$ cat config.mk
export PLATFORM = sky130hd
export DESIGN_NAME = alarm_ring_controller
export DESIGN_NICKNAME = d
export VERILOG_FILES = /design/src/rtl/alarm_ring_controller.sv
export SDC_FILE = /design/constraint.sdc
export NUM_CORES = 1
export LEC_CHECK = 0
export ABC_AREA = 1
export CAP_MARGIN = 10
export CELL_PAD_IN_SITES_DETAIL_PLACEMENT = 1
export CELL_PAD_IN_SITES_GLOBAL_PLACEMENT = 1
export CORE_MARGIN = 4
export CORE_UTILIZATION = 35
export CTS_CLUSTER_SIZE = 40
export DETAILED_ROUTE_END_ITERATION = 10
export GPL_ROUTABILITY_DRIVEN = 0
export HOLD_SLACK_MARGIN = 0.1
export PLACE_DENSITY_LB_ADDON = 0.08
export SLEW_MARGIN = 25
export SYNTH_ARGS = -nofsm -noshare
export SYNTH_HDL_FRONTEND = slang
export SYNTH_SLANG_ARGS = --single-unit
$ cat constraint.sdc
create_clock -name clk -period 4.4 [get_ports clk]
set_input_delay 1.32 -clock clk [delete_from_list [all_inputs] [get_ports clk]]
set_output_delay 1.32 -clock clk [all_outputs]
set_load 0.01 [all_outputs]
$ cat src/rtl/alarm_ring_controller.sv
// Alarm ring sequencer: time match -> ring with 1 s beep gating, snooze/dismiss, unattended timeout.
// All state changes land one clk after the qualifying input; there is no backpressure.
module alarm_ring_controller #(
  parameter int SNOOZE_MINS = 9,
  parameter int MAX_SNOOZES = 3,
  parameter int RING_SECS   = 60
) (
  input  logic       clk,
  input  logic       reset,
  input  logic       sec_tick,
  input  logic [7:0] current_hours,
  input  logic [7:0] current_mins,
  input  logic [7:0] alarm_hours,
  input  logic [7:0] alarm_mins,
  input  logic       alarm_enabled,
  input  logic       btn_snooze,
  input  logic       btn_dismiss,
  output logic       alarm_triggered,
  output logic       sound_en,
  output logic       snoozing,
  output logic [3:0] snooze_count,
  output logic [7:0] wake_hours,
  output logic [7:0] wake_mins
);

  localparam int             RW         = (RING_SECS < 2) ? 1 : $clog2(RING_SECS + 1);
  localparam logic [RW-1:0]  RING_LAST  = RW'(RING_SECS - 1);
  localparam logic [3:0]     SNOOZE_MAX = 4'(MAX_SNOOZES);
  localparam logic [8:0]     SNOOZE_ADD = 9'(SNOOZE_MINS);

  typedef enum logic [2:0] {
    S_DISARMED,
    S_ARMED,
    S_RINGING,
    S_SNOOZED,
    S_COOLDOWN
  } state_t;

  state_t          r_state;
  logic            r_sound;
  logic [RW-1:0]   r_ring_secs;
  logic [3:0]      r_snooze_count;
  logic [7:0]      r_wake_hours;
  logic [7:0]      r_wake_mins;
  logic [7:0]      r_cool_mins;

  state_t          w_state_nxt;
  logic            w_sound_nxt;
  logic [RW-1:0]   w_ring_secs_nxt;
  logic [3:0]      w_snooze_count_nxt;
  logic [7:0]      w_wake_hours_nxt;
  logic [7:0]      w_wake_mins_nxt;
  logic [7:0]      w_cool_mins_nxt;

  logic            w_go_ring;
  logic            w_go_snooze;
  logic            w_go_cool;

  logic [8:0]      w_min_sum;
  logic            w_min_wrap;
  logic [7:0]      w_hr_inc;
  logic [7:0]      w_snz_hours;
  logic [7:0]      w_snz_mins;
  logic            w_alarm_match;
  logic            w_wake_match;
  logic            w_can_snooze;
  logic            w_timeout;

  // Wake time is taken from the live clock at the moment the snooze is accepted.
  assign w_min_sum   = {1'b0, current_mins} + SNOOZE_ADD;
  assign w_min_wrap  = (w_min_sum >= 9'd60);
  assign w_snz_mins  = w_min_wrap ? 8'(w_min_sum - 9'd60) : w_min_sum[7:0];
  assign w_hr_inc    = current_hours + 8'd1;
  assign w_snz_hours = !w_min_wrap         ? current_hours :
                       (w_hr_inc >= 8'd24) ? (w_hr_inc - 8'd24) : w_hr_inc;

  assign w_alarm_match = (current_hours == alarm_hours) && (current_mins == alarm_mins);
  assign w_wake_match  = (current_hours == r_wake_hours) && (current_mins == r_wake_mins);
  assign w_can_snooze  = (r_snooze_count < SNOOZE_MAX);
  assign w_timeout     = sec_tick && (r_ring_secs == RING_LAST);

  always_ff @(posedge clk or posedge reset) begin
    if (reset) begin
      r_state <= S_DISARMED;
    end else begin
      r_state <= w_state_nxt;
    end
  end

  always_ff @(posedge clk or posedge reset) begin
    if (reset) begin
      r_sound        <= 1'b0;
      r_ring_secs    <= '0;
      r_snooze_count <= 4'd0;
      r_wake_hours   <= 8'd0;
      r_wake_mins    <= 8'd0;
      r_cool_mins    <= 8'd0;
    end else begin
      r_sound        <= w_sound_nxt;
      r_ring_secs    <= w_ring_secs_nxt;
      r_snooze_count <= w_snooze_count_nxt;
      r_wake_hours   <= w_wake_hours_nxt;
      r_wake_mins    <= w_wake_mins_nxt;
      r_cool_mins    <= w_cool_mins_nxt;
    end
  end

  always_comb begin
    w_state_nxt        = r_state;
    w_sound_nxt        = r_sound;
    w_ring_secs_nxt    = r_ring_secs;
    w_snooze_count_nxt = r_snooze_count;
    w_wake_hours_nxt   = r_wake_hours;
    w_wake_mins_nxt    = r_wake_mins;
    w_cool_mins_nxt    = r_cool_mins;
    w_go_ring          = 1'b0;
    w_go_snooze        = 1'b0;
    w_go_cool          = 1'b0;

    unique case (r_state)
      S_DISARMED: begin
        w_state_nxt = S_ARMED;
      end
      S_ARMED: begin
        if (w_alarm_match) begin
          w_go_ring          = 1'b1;
          w_snooze_count_nxt = 4'd0;
        end
      end
      S_RINGING: begin
        if (sec_tick) begin
          w_ring_secs_nxt = r_ring_secs + RW'(1);
          w_sound_nxt     = ~r_sound;
        end
        // Buttons outrank the timeout; a snooze at the limit falls through to it.
        if (btn_dismiss) begin
          w_go_cool = 1'b1;
        end else if (btn_snooze && w_can_snooze) begin
          w_go_snooze = 1'b1;
        end else if (w_timeout) begin
          w_go_snooze = w_can_snooze;
          w_go_cool   = !w_can_snooze;
        end
      end
      S_SNOOZED: begin
        if (btn_dismiss) begin
          w_go_cool = 1'b1;
        end else if (w_wake_match) begin
          w_go_ring = 1'b1;
        end
      end
      S_COOLDOWN: begin
        if (current_mins != r_cool_mins) begin
          w_state_nxt = S_ARMED;
        end
      end
      default: begin
        w_state_nxt = S_DISARMED;
      end
    endcase

    if (w_go_ring) begin
      w_state_nxt     = S_RINGING;
      w_sound_nxt     = 1'b1;
      w_ring_secs_nxt = '0;
    end
    if (w_go_snooze) begin
      w_state_nxt        = S_SNOOZED;
      w_sound_nxt        = 1'b0;
      w_snooze_count_nxt = r_snooze_count + 4'd1;
      w_wake_hours_nxt   = w_snz_hours;
      w_wake_mins_nxt    = w_snz_mins;
    end
    if (w_go_cool) begin
      w_state_nxt        = S_COOLDOWN;
      w_sound_nxt        = 1'b0;
      w_snooze_count_nxt = 4'd0;
      w_wake_hours_nxt   = 8'd0;
      w_wake_mins_nxt    = 8'd0;
      w_cool_mins_nxt    = current_mins;
    end

    if (!alarm_enabled) begin
      w_state_nxt        = S_DISARMED;
      w_sound_nxt        = 1'b0;
      w_ring_secs_nxt    = '0;
      w_snooze_count_nxt = 4'd0;
      w_wake_hours_nxt   = 8'd0;
      w_wake_mins_nxt    = 8'd0;
      w_cool_mins_nxt    = 8'd0;
    end
  end

  assign alarm_triggered = (r_state == S_RINGING);
  assign sound_en        = r_sound && (r_state == S_RINGING);
  assign snoozing        = (r_state == S_SNOOZED);
  assign snooze_count    = r_snooze_count;
  assign wake_hours      = r_wake_hours;
  assign wake_mins       = r_wake_mins;

endmodule

==> results of run 1 <==
## cell type report
cell class                      instances  area share [%]
Clock inverter                          2           0.320
Inverter                               76            7.30
Sequential cell                        38            24.3
Timing Repair Buffer                   62            15.8
Tap cell                              108            3.46
Multi-Input combinational cell        349            46.7
Clock buffer                            6            2.11
## critical path, cell delays in order
cell	delay, ns
clkdlybuf4s50_1	0.67
ha_1	0.28
xor2_2	0.28
ha_1	0.25
inv_1	0.07
nor2_1	0.13
nand4_2	0.21
nand3_4	0.29
nand3_1	0.11
nand3_1	0.08
nand2_1	0.05
## registers in the layout, indices dropped and copies added (netlist names)
| register | count |
|---|---|
| r_cool_mins | 8 |
| snooze_count | 4 |
| r_state | 3 |
| wake_mins | 8 |
| wake_hours | 8 |
| r_sound | 1 |
| r_ring_secs | 6 |
## per-layer routing
layer  global-route usage [%]  wire (um)  share of wire [%]  vias up
li1                         -          -                  -     1642
met2                     35.7       4890                 47       48
met4                     5.85        183                1.8        0
met3                     3.00        288                2.8       15
met1                     29.2       4990                 48     1592
met5                        0          0                  0        -
## cells in the final DEF (no fill, tap or decap), types with 3 or more instances in the layout
master / n
a21oi_1: 7
clkbuf_8: 6
clkdlybuf4s50_1: 60
dfrtp_1: 38
ha_1: 8
inv_1: 65
inv_2: 11
nand2_1: 122
nand2_2: 7
nand3_1: 33
nand4_1: 23
nor2_1: 57
nor2_4: 4
nor3_1: 9
nor4_1: 6
o21ai_0: 14
o21ai_1: 9
o21ai_2: 3
o22ai_1: 12
xnor2_1: 11
xor2_1: 6
## path summary, 6_finish.rpt
check | from | endpoint | slack, ns
setup / recovery | current_mins[0] | wake_hours[6]$_DFFE_PP0P_ | 0.84
hold / removal | r_cool_mins[6]$_DFFE_PP0P_ | r_cool_mins[6]$_DFFE_PP0P_ | 0.52
setup reg to reg | snooze_count[0]$_DFFE_PP0P_ | r_state[0]$_DFFE_PP0P_ | 2.21
hold reg to reg | r_cool_mins[6]$_DFFE_PP0P_ | r_cool_mins[6]$_DFFE_PP0P_ | 0.52
max in group asynchronous | reset | r_state[0]$_DFFE_PP0P_ | 2.54
min in group asynchronous | reset | wake_hours[2]$_DFFE_PP0P_ | 1.47
## power by group
part,switching (mW),leakage [nW],internal (mW)
Sequential,0.00209,0.529,0.351
Combinational,0.124,1.26,0.0770
Clock,0.144,0.0472,0.126
Total,0.270,1.83,0.554
## cells by family (layout without fill, tap and decap cells)
kind of cell	count (synthesis)	after routing
simple gates	273	273
buf+inv	85	146
compound gates	50	50
flops	38	38
xor+xnor	18	18
fa+ha+maj	8	8
==> impl_metrics.env, run 1 <==
export IMPL_fillers=1167
export IMPL_fmax_mhz=281
export IMPL_numCtsBuffers=5
export IMPL_cts_resized_gates=0
export IMPL_route_vias_total=3297
export IMPL_htree_levels=2
export IMPL_area_growth_pct=25.5
export IMPL_register_area_um2=951
export IMPL_cts_hold_buf=0
export IMPL_final_max_slew_viol_count=0
export IMPL_leakagePower_nw=1.83
export IMPL_avgSynthCellArea_um2=6.60
export IMPL_synthTopCellsByArea="dfrtp_1 (31%), nand2_1 (15%), inv_1 (7.8%)"
export IMPL_final_cell_area_um2=3910
export IMPL_yosysMostFrequentCell="nand2_1"
export IMPL_synth_compound_area_share_pct=9.45
export IMPL_grt_start_max_net_pins=39
export IMPL_ys_types=38
export IMPL_synthTopCellsByCount="nand2_1 (122), inv_1 (65), nor2_1 (57)"
export IMPL_grt_pass1_wl_um=17800
export IMPL_drt_iter0_drc=149
export IMPL_vdd_drop_max_mv=0.0882
export IMPL_core_area_um2=8680
export IMPL_setup_viol=0
export IMPL_dieArea_um2=10500
export IMPL_cts_clk_slew_worst_paths_ns=0.08
export IMPL_hold_viol_final=0
export IMPL_overflow=0
export IMPL_critPathArrivalTime_ns=3.75
export IMPL_grt_pass1_vias=3500
export IMPL_cp_required_ns=4.60
export IMPL_fin_tns_setup_ns=0
export IMPL_crit_type="input port to register"
export IMPL_numClockSinks=38
export IMPL_syn_area_um2=3110
export IMPL_fp_dieW_um=102
export IMPL_timing_final_crit_share_pct=80.9
export IMPL_routedWlPerCell_um=16.1
export IMPL_period_minus_slack_ns=3.56
export IMPL_synthArstFlopShare_pct=100
export IMPL_cp_max_fo=18
export IMPL_synth_nets=518
export IMPL_cap_viol_max_count=0
export IMPL_fin_ws_ns=0.843
export IMPL_rows=34
export IMPL_synthSimpleGateAreaFrac_pct=40.7
export IMPL_initial_utilization_pct=35.9
export IMPL_power_mw=0.824
export IMPL_insertion_delay_ns=0.30
export IMPL_cts_root_buf="clkbuf_8"
export IMPL_place_area_um2=3810
export IMPL_startpoint_type="input port"
export IMPL_rsz0062_at_grt="false"
export IMPL_synth_largest_area_cell="dfrtp_1"
export IMPL_diodes=0
export IMPL_synth_edff_count=0
export IMPL_dp_cells=633
export IMPL_skew_ns=0.00980
export IMPL_drt_vias_per_instance=5.14
export IMPL_whs_ns=0.516
export IMPL_hpwl_um=8320
export IMPL_ys_seq_elements=38
export IMPL_synth_adder_area_share_pct=3.22
export IMPL_io_buffer_count=60
export IMPL_synth_ff_type="dfrtp_1"
export IMPL_instances_no_fill=641
export IMPL_ff2ff_path_depth=13
export IMPL_routed_wl_um=10400
export IMPL_worst_slew_pin_slew_ns=0.552
export IMPL_ys_seq_area_share_pct=30.5
export IMPL_hold_path_class="register to register"
export IMPL_io_pins=61
export IMPL_yosysWarningCount=0
export IMPL_track_usage_pct=21.5
export IMPL_drtPass1Iterations=4
export IMPL_relSlewSlack_pct=63.2
export IMPL_ant_nets=0
export IMPL_finalNetCount=578
export IMPL_cts_tree="built"
export IMPL_end_kind="register"
export IMPL_synthCells=472
export IMPL_pre_cts_ws_ns=0.513
export IMPL_route_detailed_drc=0
export IMPL_multi_input_area_um2=1830
export IMPL_min_delay_path_depth=2
export IMPL_drive_above_1_share_pct=8.82
export IMPL_synth_top_area_share_pct=30.5
export IMPL_final_core_util_pct=45.0
export IMPL_clockBufferDepth=2
export IMPL_synth_top_family_by_area="simple AND/OR/NAND/NOR gates"
export IMPL_dieHeight_um=102
export IMPL_antenna_found_initial=0
export IMPL_powerDensity_nw_per_um2=211
export IMPL_synthMuxAreaShare_pct=0
export IMPL_post_cts_buffers=0
export IMPL_synth_xor_area_share_pct=5.31
export IMPL_status="completed"
(Power assumes the default switching activity.)
==> run 2: changes to the inputs <==
Clock period 4.4 ns to 3.4 ns, I/O delays scaled along.
==> run 2 against run 1 <==
Count of clock-buffer cells in the layout unchanged. Sequential cell count unchanged. Design area is 2.8% higher. Clock power is 83% higher. Total power up 48%. Worst setup slack got worse by 0.35 ns. Critical endpoint is now wake_hours[4]$_DFFE_PP0P_. Non-clock buffer count up 8.
==> impl_metrics.env, run 2 (synthesis results as in run 1) <==
export IMPL_cts_clk_slew_worst_paths_ns=0.08
export IMPL_crit_type="input port to register"
export IMPL_period_minus_slack_ns=2.91
export IMPL_slowest_stage="clkdlybuf4s50_1"
export IMPL_skew_ns=0.00689
export IMPL_clockBufferDepth=2
export IMPL_cp_cell_sequence="clkdlybuf4s50_1 -> nand4_1 -> nand2_1 -> ha_1 -> inv_1 -> nor2_1 -> nand4_2 -> nand3_4 -> nand3_1 -> nand3_1 -> nand2_1"
export IMPL_worst_slew_pin_slew_ns=0.550
export IMPL_routedWlPerCell_um=16.3
export IMPL_startpoint_type="input port"
export IMPL_dieArea_um2=10500
export IMPL_end_kind="register"
export IMPL_cts_root_buf="clkbuf_8"
export IMPL_route_detailed_drc=0
export IMPL_min_to="r_cool_mins[6]$_DFFE_PP0P_"
export IMPL_cts_tree="built"
export IMPL_final_common_cell="nand2_1"
export IMPL_grt_start_max_net_pins=39
export IMPL_fp_dieW_um=102
export IMPL_cp_required_ns=3.59
export IMPL_cp_max_fo=18
export IMPL_overflow=0
export IMPL_status="completed"
export IMPL_cp_depth=11
export IMPL_final_core_util_pct=46.3
export IMPL_routed_wl_um=10600
export IMPL_leakagePower_nw=1.90
export IMPL_cts_hold_buf=0
export IMPL_critPathArrivalTime_ns=3.10
export IMPL_vdd_drop_max_mv=0.152
export IMPL_fmax_mhz=344
export IMPL_drive_above_1_share_pct=10.2
export IMPL_crit_buf_inv=2
export IMPL_cpLargestDelayFamily="simple AND/OR/NAND/NOR gates"
export IMPL_reg2reg_setup_slack_ns=1.14
export IMPL_io_pins=61
export IMPL_layout_common_cells="nand2_1 (122), inv_1 (65), clkdlybuf4s50_1 (60)"
export IMPL_drt_vias_per_instance=5.19
export IMPL_area_growth_pct=29.0
export IMPL_final_cell_area_um2=4020
export IMPL_pre_cts_ws_ns=0.174
export IMPL_min_from="r_cool_mins[6]$_DFFE_PP0P_"
export IMPL_setup_viol=0
export IMPL_drtPass1Iterations=4
export IMPL_rsz0062_at_grt="false"
export IMPL_finalNetCount=586
export IMPL_final_max_slew_viol_count=0
export IMPL_ant_nets=0
export IMPL_core_area_um2=8680
export IMPL_ff2ff_path_depth=12
export IMPL_numClockSinks=38
export IMPL_dieHeight_um=102
export IMPL_antenna_found_initial=0
export IMPL_drt_iter0_drc=143
export IMPL_track_usage_pct=21.7
export IMPL_min_delay_path_depth=2
export IMPL_rows=34
export IMPL_htree_levels=2
export IMPL_hold_path_class="register to register"
export IMPL_timing_final_crit_share_pct=85.5
export IMPL_r2r_start="snooze_count[0]$_DFFE_PP0P_"
export IMPL_relSlewSlack_pct=63.3
export IMPL_max_stage_delay_ns=0.72
export IMPL_numCtsBuffers=5
export IMPL_fillers=1147
export IMPL_place_area_um2=3870
export IMPL_insertion_delay_ns=0.29
export IMPL_cts_resized_gates=0
export IMPL_initial_utilization_pct=35.9
export IMPL_fin_ws_ns=0.492
export IMPL_crit_start="current_mins[2]"
export IMPL_hold_viol_final=0
export IMPL_powerDensity_nw_per_um2=304
export IMPL_io_buffer_count=60
export IMPL_fin_tns_setup_ns=0
export IMPL_diodes=0
export IMPL_post_cts_buffers=0
export IMPL_cap_viol_max_count=0
export IMPL_grt_pass1_vias=3526
export IMPL_route_vias_total=3370
export IMPL_rr_endpoint="r_state[2]$_DFFE_PP0P_"
export IMPL_power_mw=1.22
export IMPL_hpwl_um=8520
export IMPL_grt_pass1_wl_um=18000
[run 2: changes by cell type in the layout (fill, tap and decap cells not counted), sizes merged]
| cell | change |
|---|---|
| buf | +8 |
| clkinvlp | -1 |
| clkinv | -1 |
| bufinv | +2 |
[run 2: worst max-delay path by stage]
stage / to / slack (ns)
final: wake_hours[4]$_DFFE_PP0P_ / 0.49
after global routing: wake_mins[2]$_DFFE_PP0P_ / 0.26
after CTS: wake_hours[4]$_DFFE_PP0P_ / 0.49
after detailed placement: wake_hours[4]$_DFFE_PP0P_ / 0.17
after global placement: wake_mins[4]$_DFFE_PP0P_ / 0.21
after floorplan: wake_mins[4]$_DFFE_PP0P_ / 0.78
[run 2: cell type report]
type	count	area, um2	area share, %
Tap cell	108	135	3.37
Multi-Input combinational cell	349	1830	45.5
Clock inverter	2	60.1	1.50
Inverter	76	285	7.11
Sequential cell	38	951	23.7
Clock buffer	6	82.6	2.06
Timing Repair Buffer	70	676	16.8
[run 2: worst min-delay path, stage by stage (launching register included)]
cell,delay [ns]
dfrtp_1,0.37
nand2_1,0.06
o21ai_0,0.06
[run 2: power breakdown]
part	internal (mW)	switching, mW	total, mW
combinational	0.107	0.164	0.271
sequential	0.454	0.00296	0.457
clock	0.313	0.179	0.493
[run 2: layer usage]
| layer | vias up | global-route usage (%) | share of wire, % |
|---|---|---|---|
| met5 | - | 0 | 0 |
| met4 | 0 | 4.94 | 1.6 |
| met3 | 16 | 2.32 | 2.7 |
| met2 | 57 | 36.1 | 49 |
| met1 | 1639 | 30.3 | 47 |
| li1 | 1658 | - | - |
[run 2: metrics by stage]
stage | std cells | hold WS (ns)
2_1_floorplan | 472 | 0.473
3_3_place_gp | 641 | 0.489
3_5_place_dp | 641 | 0.499
4_1_cts | 649 | 0.519
5_1_grt | 649 | 0.551
6_report | 649 | 0.520
==> run 3: changes to the inputs <==
Settings changed: CTS_CLUSTER_DIAMETER set to 150.
==> results of run 3 <==
Same layout as run 2: the final DEF is identical, and so are final timing and power.
